<file path="src/rtl/nesctrl_pkg.sv">
// Shared constants for the NES controller link: button indices and
// shift-count width helper.
package nesctrl_pkg;

    localparam int NESCTRL_BTN_W = 8;

    localparam int BTN_A      = 0;
    localparam int BTN_B      = 1;
    localparam int BTN_SELECT = 2;
    localparam int BTN_START  = 3;
    localparam int BTN_UP     = 4;
    localparam int BTN_DOWN   = 5;
    localparam int BTN_LEFT   = 6;
    localparam int BTN_RIGHT  = 7;

    // Width of a counter that must hold 0..n inclusive.
    function automatic int cnt_w(input int n);
        return $clog2(n + 1);
    endfunction

endpackage

</file>
<file path="src/rtl/nesctrl_sync_edge.sv">
// Synchroniser for one asynchronous line plus a registered stage for
// rise/fall detection on the synchronised level.
module nesctrl_sync_edge #(
    parameter int SYNC_STAGES = 2
) (
    input  logic clk,
    input  logic rst,
    input  logic din,
    output logic lvl,
    output logic rise,
    output logic fall
);

    logic [SYNC_STAGES-1:0] sync;
    logic                   prev;

    // Reset parks the line at idle low so no spurious edge follows reset.
    always_ff @(posedge clk) begin
        if (!rst) begin
            sync <= '0;
            prev <= 1'b0;
        end else begin
            sync <= {sync[SYNC_STAGES-2:0], din};
            prev <= sync[SYNC_STAGES-1];
        end
    end

    assign lvl  = sync[SYNC_STAGES-1];
    assign rise = lvl & ~prev;
    assign fall = ~lvl & prev;

endmodule

</file>
<file path="src/rtl/nesctrl_resp.sv">
// Device-side NES controller emulation: latches a button vector on PL and
// shifts it out LSB-first on Q7 for each rising shift clock.
module nesctrl_resp
    import nesctrl_pkg::*;
#(
    parameter int BTN_W       = NESCTRL_BTN_W,
    parameter int SYNC_STAGES = 2,
    parameter bit ACTIVE_LOW  = 1'b1,
    parameter bit FILL_BIT    = 1'b1
) (
    input  logic                     clk,
    input  logic                     rst,
    input  logic [BTN_W-1:0]         buttons,
    input  logic                     pl,
    input  logic                     nclk,
    output logic                     q7,
    output logic [BTN_W-1:0]         latched,
    output logic                     read_done,
    output logic                     overshift,
    output logic [cnt_w(BTN_W)-1:0]  shift_cnt
);

    localparam int CW = cnt_w(BTN_W);

    logic             pl_s, pl_rise, pl_fall;
    logic             nclk_s, nclk_rise, nclk_fall;
    logic [BTN_W-1:0] sr;
    logic             unused_edges;

    nesctrl_sync_edge #(.SYNC_STAGES(SYNC_STAGES)) u_pl_sync (
        .clk  (clk),
        .rst  (rst),
        .din  (pl),
        .lvl  (pl_s),
        .rise (pl_rise),
        .fall (pl_fall)
    );

    nesctrl_sync_edge #(.SYNC_STAGES(SYNC_STAGES)) u_nclk_sync (
        .clk  (clk),
        .rst  (rst),
        .din  (nclk),
        .lvl  (nclk_s),
        .rise (nclk_rise),
        .fall (nclk_fall)
    );

    assign unused_edges = ^{pl_rise, nclk_s, nclk_fall};

    always_ff @(posedge clk) begin
        if (!rst) begin
            sr        <= {BTN_W{FILL_BIT}};
            q7        <= FILL_BIT;
            latched   <= '0;
            read_done <= 1'b0;
            overshift <= 1'b0;
            shift_cnt <= '0;
        end else begin
            read_done <= 1'b0;
            q7        <= sr[0];
            // sr still holds the last load here: pl_s was high one cycle ago.
            if (pl_fall)
                latched <= ACTIVE_LOW ? ~sr : sr;
            if (pl_s) begin
                sr        <= ACTIVE_LOW ? ~buttons : buttons;
                shift_cnt <= '0;
                overshift <= 1'b0;
            end else if (nclk_rise) begin
                sr <= {FILL_BIT, sr[BTN_W-1:1]};
                if (shift_cnt == CW'(BTN_W)) begin
                    overshift <= 1'b1;
                end else begin
                    shift_cnt <= shift_cnt + 1'b1;
                    if (shift_cnt == CW'(BTN_W - 1))
                        read_done <= 1'b1;
                end
            end
        end
    end

endmodule

</file>
<file path="config.mk">
export PLATFORM = sky130hd
export DESIGN_NAME = nesctrl_resp
export DESIGN_NICKNAME = d
export VERILOG_FILES = /design/src/rtl/nesctrl_pkg.sv /design/src/rtl/nesctrl_sync_edge.sv /design/src/rtl/nesctrl_resp.sv
export SDC_FILE = /design/constraint.sdc
export NUM_CORES = 1
export LEC_CHECK = 0
export BUFFER_PORTS_ARGS = -buffer_cell sky130_fd_sc_hd__buf_2
export CORE_MARGIN = 2
export CORE_UTILIZATION = 46
export DETAILED_ROUTE_END_ITERATION = 10
export PLACE_DENSITY = 0.73
export SLEW_MARGIN = 10
export SYNTH_ARGS = -nofsm -noshare
export SYNTH_HDL_FRONTEND = slang
export SYNTH_HIERARCHICAL = 1
export SYNTH_SLANG_ARGS = --single-unit
</file>
<file path="constraint.sdc">
create_clock -name clk -period 1.35 [get_ports clk]
set_input_delay 0.0675 -clock clk [delete_from_list [all_inputs] [get_ports clk]]
set_output_delay 0.0675 -clock clk [all_outputs]
set_load 0.01 [all_outputs]
</file>
==> results.md <==
- Vias in the first global route: 843
- Total CTS buffers: 5
- Area occupied by multi-input gates: 513 sq um
- Filler cell count: 191
- Max Transition Viols Final: 0
- Post-CTS Repair Setup Buffers: 0
- Relative slew margins: 0.808
- Clk Latency, worst-skew pair: 0.33 ns
- IO Pins: 27
- Area after DPL: 1330 sq um
- Final std cells w/o fill: 190
- Clk_skew: 0.0117 ns
- Post-Place Cells: 175
- Hold Slack: 0.0182 ns
- Pre-antenna DRT Iters: 2
- Final Hold Violating Endpoints: 0
- Yosys warning count: 6
- Core area: 2280 sq um
- Routability congestion estimate: 0.711
- Worst slack, placed: 0.0457 ns
- Crit-path max cell delay: 0.34 ns
- Largest net degree at the start of global routing: 18
- Initial DRC Count: 11
- Grt ovf: 0
- Fin crit period: 1.28 ns
- Max IR drop VDD: 0.000851 V
- CP max FO: 7
- Status: finished, final reports clean
- Post-route DRC violation count: 0
- Num rows: 17
- Total number of H-tree levels: 2
- Layout cells sized above 1: 0.340
- Endpoint type of the worst setup path: flop
- Register Area: 584 sq um
- Required @ worst endpoint: 1.56 ns
- Initial Utilization: 0.499
- CP max-delay cell: dfxtp_2
- Root Driver: clkbuf_4
- Avg WL per Cell: 11.9 microns
- Sinks on Clock Net: 29
- Worst Slack Setup Final: 0.0745 ns
- Total number of vias: 904
- Synthesized Nets: 133
- Final total power: 1.51 mW
- Clk buf depth: 2
- Die Height: 53.7 microns
- Syn Area/Cell: 9.54 sq um
- Most frequent cells in the layout: 26 x buf_2, 26 x dfxtp_1, 20 x nand2_1
- Fin area: 1470 sq um
- CTS tree: done
- Hold Crit Class: primary input to flop
- ANT cells: 0
- Area of the die: 2880 sq um
- Initial antenna violation count: 0
- Max Freq: 784 MHz
- Worst-margin pin slew: 0.285 ns
- Critical path data arrival time: 1.49 ns
- Worst path cell trace: nor2b_4 > buf_6 > mux2_1 > o21ai_1 > nand2_1
- Crit Path Class: flop to flop
- Total track usage: 0.188
- Die W: 53.7 microns
- Final WL: 2260 microns
- Final setup fails: 0
- Detail Route Antenna Nets: 0
- Cells after synthesis: 119
- Period utilization: 0.945
- P&R area growth vs syn: 29.7%
- Clock slew at reported path FFs: 0.09 ns
- Number of buffers added on ports: 26
- Power Density: 1020 nW/um^2
- Post-Syn Area: 1130 sq um
- Max-Cap Viols: 0
- Layout Nets: 175
- Hpwl dp: 1540 microns
- First-pass GRT wire length: 3680 microns
- Via density: 4.76
- Startpoint types: flop
- Pleak: 0.649 nW
-- registers in the layout, summed over array words and instances (netlist names) --
name and flops:
shift_cnt 4, latched 8, overshift 1, u_pl_sync/sync 2
u_pl_sync/prev 1, read_done 1, u_nclk_sync/prev 1, u_nclk_sync/sync 2
sr 8, q7 1
-- layer usage --
metal	global-route usage	up-vias	wire, microns
met3	0.0861	6	129
met1	0.201	404	981
li1	-	473	-
met2	0.313	21	1100
met5	0	-	0
met4	0.0897	0	48
-- where the power goes --
part,total (mW),switching [mW],internal [mW]
logic,0.124,0.0569,0.0668
clock network,0.496,0.298,0.198
registers,0.889,0.0118,0.877
-- worst max-delay path, delay by kind of cell (launching register included) --
| kind | cells | cell delay (ns) |
|---|---|---|
| buffers and inverters | 1 | 0.14 |
| AO/OA/AOI/OAI | 1 | 0.14 |
| multiplexers | 1 | 0.32 |
| flip-flops | 1 | 0.34 |
| AND/OR/NAND/NOR | 2 | 0.21 |
-- per-stage QoR --
stage | util | TNS (ns)
after floorplan | - | 0
after global placement | 0.583 | 0
after detailed placement | 0.583 | 0
after CTS | 0.632 | 0
after global routing | 0.647 | -0.00390
final | 0.647 | 0
-- timing repair --
item	4_1_cts	5_1_grt
endpoints found under the hold margin	6	0
resized for setup	0	13
setup endpoints to repair	0	9
hold buffers	6	0
-- worst paths after layout --
kind                             from             endpoint  slack (ns)  cells past startpoint
setup / recovery  u_nclk_sync/sync[1]                sr[6]        0.07                      5
hold / removal             buttons[5]                sr[5]        0.02                      4
setup reg to reg  u_nclk_sync/sync[1]                sr[6]        0.07                      5
hold reg to reg   u_nclk_sync/sync[0]  u_nclk_sync/sync[1]        0.45                      1
-- final cells by class --
cell class | count | area share
clock buffer | 6 | 0.0281
clock inverter | 2 | 0.00680
inverter | 9 | 0.0230
multi-input combinational | 76 | 0.349
sequential | 29 | 0.397
tap | 28 | 0.0238
timing repair buffer | 40 | 0.173
Power figures use the tool's default switching activity.
